`config.mk`:
```
export PLATFORM = sky130hd
export DESIGN_NAME = game_rom_bridge
export DESIGN_NICKNAME = d
export VERILOG_FILES = /design/src/rtl/game_rom_bridge.sv
export SDC_FILE = /design/constraint.sdc
export NUM_CORES = 1
export LEC_CHECK = 0
export CELL_PAD_IN_SITES_DETAIL_PLACEMENT = 1
export CELL_PAD_IN_SITES_GLOBAL_PLACEMENT = 1
export CORE_UTILIZATION = 34
export DETAILED_ROUTE_END_ITERATION = 10
export PLACE_DENSITY = 0.74
export SLEW_MARGIN = 20
export SYNTH_ARGS = -nofsm -noshare
export SYNTH_HDL_FRONTEND = slang
export SYNTH_SLANG_ARGS = --single-unit
```
`constraint.sdc`:
```
create_clock -name clk_clk -period 2.1 [get_ports clk_clk]
set_input_delay 0.42 -clock clk_clk [delete_from_list [all_inputs] [get_ports clk_clk]]
set_output_delay 0.42 -clock clk_clk [all_outputs]
set_load 0.01 [all_outputs]
```
`src/rtl/game_rom_bridge.sv`:
```
// game_rom_bridge: fabric-side responder for the SoC game-ROM conduit.
// Turns SoC strobe edges into single-byte RAM transactions and arbitrates
// the RAM port with NES cartridge reads under a starvation guard.
//
// Ports:
//   clk_clk, reset_reset_n       clock, synchronous active-low reset
//   rom_addr, to_game_rom        SoC address / write data
//   write_rom, read_rom          SoC level strobes (rising edge = one op)
//   from_game_rom                last SoC read data
//   nes_req, nes_addr            NES read request (held until nes_rvalid)
//   nes_rdata, nes_rvalid        NES read data and one-cycle valid
//   mem_addr, mem_wdata          RAM address / write data
//   mem_we, mem_re, mem_rdata    RAM strobes, read data one cycle after re
//   wr_count_clr, wr_count       SoC write byte counter and its clear
//   soc_busy, soc_overrun        SoC op pending/in flight, sticky overrun
module game_rom_bridge #(
   parameter int SYNC_STAGES = 2,
   parameter int STARVE_MAX  = 4
) (
   input  logic        clk_clk,
   input  logic        reset_reset_n,
   input  logic [15:0] rom_addr,
   input  logic [7:0]  to_game_rom,
   input  logic        write_rom,
   input  logic        read_rom,
   output logic [7:0]  from_game_rom,
   input  logic        nes_req,
   input  logic [15:0] nes_addr,
   output logic [7:0]  nes_rdata,
   output logic        nes_rvalid,
   output logic [15:0] mem_addr,
   output logic [7:0]  mem_wdata,
   output logic        mem_we,
   output logic        mem_re,
   input  logic [7:0]  mem_rdata,
   input  logic        wr_count_clr,
   output logic [16:0] wr_count,
   output logic        soc_busy,
   output logic        soc_overrun
);

   localparam int CW = $clog2(STARVE_MAX + 1);

   typedef enum logic [1:0] {
      IDLE    = 2'd0,
      ISSUE   = 2'd1,
      CAPTURE = 2'd2
   } state_t;

   state_t state_q, state_d;

   logic [SYNC_STAGES-1:0] wr_sync, rd_sync;
   logic        wr_prev, rd_prev;
   logic        wr_edge, rd_edge;
   logic        wr_pend, rd_pend;
   logic [15:0] wr_addr, rd_addr;
   logic [7:0]  wr_data;
   logic [CW-1:0] starve_cnt;
   logic        op_nes, op_wr;
   logic        gnt_nes, gnt_wr, gnt_rd, gnt_any;
   logic        soc_any, force_soc;
   logic        wr_done, rd_done;

   assign wr_edge   = wr_sync[SYNC_STAGES-1] & ~wr_prev;
   assign rd_edge   = rd_sync[SYNC_STAGES-1] & ~rd_prev;
   assign soc_any   = wr_pend | rd_pend;
   assign force_soc = soc_any && (starve_cnt == CW'(STARVE_MAX));
   assign gnt_any   = gnt_nes | gnt_wr | gnt_rd;

   // Flags stay set until the op completes so soc_busy covers the flight.
   assign wr_done = (state_q == ISSUE) && op_wr;
   assign rd_done = (state_q == CAPTURE) && !op_nes;

   assign soc_busy = soc_any | ((state_q != IDLE) && !op_nes);

   always_ff @(posedge clk_clk) begin
      if (!reset_reset_n) begin
         state_q <= IDLE;
      end else begin
         state_q <= state_d;
      end
   end

   always_comb begin
      state_d = state_q;
      gnt_nes = 1'b0;
      gnt_wr  = 1'b0;
      gnt_rd  = 1'b0;
      unique case (state_q)
         IDLE: begin
            if (force_soc) begin
               gnt_wr = wr_pend;
               gnt_rd = ~wr_pend;
            end else if (nes_req) begin
               gnt_nes = 1'b1;
            end else if (wr_pend) begin
               gnt_wr = 1'b1;
            end else if (rd_pend) begin
               gnt_rd = 1'b1;
            end
            if (gnt_nes || gnt_wr || gnt_rd) begin
               state_d = ISSUE;
            end
         end
         ISSUE:   state_d = op_wr ? IDLE : CAPTURE;
         CAPTURE: state_d = IDLE;
         default: state_d = IDLE;
      endcase
   end

   always_ff @(posedge clk_clk) begin
      if (!reset_reset_n) begin
         wr_sync       <= '0;
         rd_sync       <= '0;
         wr_prev       <= 1'b0;
         rd_prev       <= 1'b0;
         wr_pend       <= 1'b0;
         rd_pend       <= 1'b0;
         wr_addr       <= '0;
         rd_addr       <= '0;
         wr_data       <= '0;
         starve_cnt    <= '0;
         op_nes        <= 1'b0;
         op_wr         <= 1'b0;
         mem_addr      <= '0;
         mem_wdata     <= '0;
         mem_we        <= 1'b0;
         mem_re        <= 1'b0;
         nes_rdata     <= '0;
         nes_rvalid    <= 1'b0;
         from_game_rom <= '0;
         wr_count      <= '0;
         soc_overrun   <= 1'b0;
      end else begin
         wr_sync <= {wr_sync[SYNC_STAGES-2:0], write_rom};
         rd_sync <= {rd_sync[SYNC_STAGES-2:0], read_rom};
         wr_prev <= wr_sync[SYNC_STAGES-1];
         rd_prev <= rd_sync[SYNC_STAGES-1];

         // Strobes are asserted for the single ISSUE cycle only.
         mem_we     <= 1'b0;
         mem_re     <= 1'b0;
         nes_rvalid <= 1'b0;

         if (gnt_any) begin
            op_nes <= gnt_nes;
            op_wr  <= gnt_wr;
            mem_we <= gnt_wr;
            mem_re <= ~gnt_wr;
            if (gnt_nes) begin
               mem_addr <= nes_addr;
            end else if (gnt_wr) begin
               mem_addr <= wr_addr;
            end else begin
               mem_addr <= rd_addr;
            end
            if (gnt_wr) begin
               mem_wdata <= wr_data;
            end
         end

         if (gnt_wr || gnt_rd) begin
            starve_cnt <= '0;
         end else if (gnt_nes && soc_any) begin
            if (starve_cnt != CW'(STARVE_MAX)) begin
               starve_cnt <= starve_cnt + CW'(1);
            end
         end else if (!soc_any) begin
            starve_cnt <= '0;
         end

         if (state_q == CAPTURE) begin
            if (op_nes) begin
               nes_rdata  <= mem_rdata;
               nes_rvalid <= 1'b1;
            end else begin
               from_game_rom <= mem_rdata;
            end
         end

         if (wr_count_clr) begin
            wr_count <= '0;
         end else if (wr_done) begin
            wr_count <= wr_count + 17'd1;
         end

         // A new edge wins over completion so it is never dropped.
         if (wr_edge) begin
            wr_pend <= 1'b1;
            wr_addr <= rom_addr;
            wr_data <= to_game_rom;
            if (wr_pend) begin
               soc_overrun <= 1'b1;
            end
         end else if (wr_done) begin
            wr_pend <= 1'b0;
         end

         if (rd_edge) begin
            rd_pend <= 1'b1;
            rd_addr <= rom_addr;
            if (rd_pend) begin
               soc_overrun <= 1'b1;
            end
         end else if (rd_done) begin
            rd_pend <= 1'b0;
         end
      end
   end

endmodule

```
==> metrics.txt <==
Critical Path Source Type=register; die height=between 100 and 150 um; Starting Density=0.350; share of layout cells above drive strength 1=0.114; initial antenna violation count=0; clock sinks=about 120; TritonCTS Buffers=17; worst hold stages=1; Async SR Flop Fraction=0; Die Area=13500 um^2; R2R Setup Slk=0.11 ns; placed insts=about 790; FF-to-FF End=mem_addr[8]; launch point of the worst path=starve_cnt[0]; unrepaired setup endpoints after global routing=no; Syn. warnings=0; register area share after synthesis=0.526; Total Routing Usage GR=0.210; Net Switching=~0.0013 W; WS Path Type=reg -> reg; Final nets=695; PD cells=roughly 860 nW/um^2; library cells used by synthesis=44; Post-Syn Nets=about 570; Congestion Overflow GR=0; endpoints failing setup=0; Routed Antenna Nets=0; Max Freq=approximately 0.50 GHz; Max Cap Viol=0; DRC=0; final cell count without fillers=820; CTS tree=done; DR WL/cell=around 16 um; Post-Syn Area per Cell=~8.6 um^2; CP Data Arrival Time=approximately 2.3 ns; top-area cell type share of the netlist area=0.526; Vias=roughly 4100; vias in the first global route=about 4400; Critical Path RT=about 2.4 ns; highest net fanout along the worst path=10; status=finished, final reports clean; Net Sw Frac=0.230; Synth Register Bits=between 100 and 150; CTS clk-pin slew, worst paths=approximately 0.050 ns; Comb power frac=0.104; Synth area leader=dfxtp_1; Setup TNS Final=0 ns; Site Rows=41; Final Max Slew Viols=0; Core Region=between 10000 and 15000 um^2; sequential power share=0.424; fin crit period=approximately 2.0 ns; Worst Hold Path EP=rd_sync[1]; drt pass-1 iters=4; detail-routed via count per cell=5.05; Total Wirelength=about 13000 um; Placer Congestion=around 0.80; cell count after synthesis=512; worst hold path type=reg -> reg; CP endpoint kind=register; Final Hold Viols=0; VDD IR max=0.525 mV; Clk pwr share=0.472; Top Ports=between 100 and 150; clk_lat worst skew=0.41 ns; Rel. slew slack=0.578; main flop type after synthesis=dfxtp_1; Lkg Pwr=2.37 nW; synth top area cells=dfxtp_1 53%, a21oi_1 8.9%, nand2_1 8.8%; Clock Tree Buf Depth=2; Ant. Diodes=0; fin crit share=0.946; Synth-to-Final Area Change=45.9%; global-route wire length before repair=about 21000 um; Initial DRC Count=around 200; slew of the pin with the lowest slew margin=about 0.63 ns; CTS root buffer=clkbuf_16; HP Start=rd_sync[0]; IO buf count=115; Power Internal=0.00428 W; synthesized area=4420 um^2; FF-to-FF Start=starve_cnt[0]; reg2reg path depth=7; H-tree levels=4; EDFF count, synth=0; # hold bufs at CTS=0; post-DP HPWL=approximately 9600 um; Die W=~120 um; fill count=~1500; Worst Skew=0.00546 ns; largest net degree at the start of global routing=32; Layout Utilization=0.511
==> cell usage after synthesis, drive strengths merged (7+ instances only) <==
library cell	count
dfxtp	116
xnor2	8
a222oi	15
mux2i	17
nor2	36
clkbuf	33
nand3	7
inv	10
a21oi	79
nand2	103
o21ai	23
==> critical path: stages, from the launching register on <==
cell and delay, ns:
dfxtp_2 0.35, inv_1 0.05, ha_1 0.24, and4b_1 0.21, or3_1 0.36, buf_4 0.19
a222oi_1 0.33, a21oi_1 0.12
==> worst max path at each step <==
stage	endpoint	slack, ns	cells after the start
6_report	mem_addr[8]	0.11	7
5_1_grt	mem_addr[0]	0.03	7
4_1_cts	soc_busy	0.03	3
3_5_place_dp	mem_addr[8]	-0.07	6
3_3_place_gp	mem_addr[3]	0.04	6
2_1_floorplan	mem_addr[5]	0.23	8
==> flip-flops by register name (all words and copies together) (netlist names), 2 cells and up <==
name	cells
wr_sync	2
rd_addr	16
rd_sync	2
mem_wdata	8
wr_addr	16
wr_data	8
state_q	2
wr_count	17
mem_addr	16
nes_rdata	8
from_game_rom	8
starve_cnt	3
==> routing by layer <==
| metal | track usage | wire (um) |
|---|---|---|
| met1 | 0.244 | 5740 |
| met2 | 0.372 | 6910 |
| met3 | 0.0476 | 500 |
| met4 | 0.0880 | 214 |
| met5 | 0 | 0 |
==> cell usage in the layout (no fill, tap or decap), types with 4 or more instances in the layout <==
cell | netlist | routed
nor2_1 | 36 | 35
nand2_1 | 103 | 103
o31ai_1 | 4 | 4
nor3_1 | 6 | 6
a222oi_1 | 15 | 15
clkdlybuf4s50_1 | 0 | 114
dfxtp_2 | 0 | 6
a21oi_1 | 79 | 78
mux2i_1 | 17 | 17
or3_1 | 6 | 6
o21ai_0 | 23 | 23
nand3_1 | 7 | 7
buf_4 | 0 | 26
inv_1 | 9 | 9
dfxtp_1 | 116 | 110
xnor2_1 | 8 | 8
and2_1 | 6 | 6
clkinv_2 | 0 | 5
clkbuf_16 | 0 | 17
nand2b_1 | 5 | 5
==> power by group through the flow <==
stage | Clock [W] | Sequential [W] | Combinational, W
2_1_floorplan | 0 | 0.00240 | 0.000238
3_3_place_gp | 0 | 0.00239 | 0.000559
3_5_place_dp | 0 | 0.00239 | 0.000577
4_1_cts | 0.00268 | 0.00235 | 0.000582
5_1_grt | 0.00279 | 0.00236 | 0.000626
6_report | 0.00262 | 0.00235 | 0.000576
==> metrics by stage <==
stage	setup WS [ns]	hold WS, ns	cell area [um^2]	total power (W)
6_report	0.113	0.448	6450	0.00555
5_1_grt	0.0338	0.463	6450	0.00578
4_1_cts	0.0344	0.452	6440	0.00561
3_5_place_dp	-0.0662	0.435	5900	0.00297
3_3_place_gp	0.0396	0.422	5900	0.00295
2_1_floorplan	0.227	0.412	4420	0.00263
==> timing repair <==
item,CTS,global route
buffers inserted,0,0
pin swaps,0,1
gates resized for setup,4,4
setup endpoints to repair,1,4
==> cells by family after synthesis <==
logic type	synth area share
muxes	0.0385
buffers and inverters	0.0425
DFF	0.526
xor gates and xnor gates	0.0178
AOI/OAI and AO/OA	0.167
and+or+nand+nor	0.200
adders and majority gates	0.00850
==> area by class of cell <==
cell class                 instances  area, um^2  area share
sequential                       116        2330       0.361
multi-input combinational        349        1920       0.298
timing repair buffer             144        1410       0.219
clock buffer                      23         478      0.0741
tap                              172         215      0.0334
clock inverter                     6        55.1     0.00854
inverter                          10        37.5     0.00582
Power figures use the tool's default switching activity.
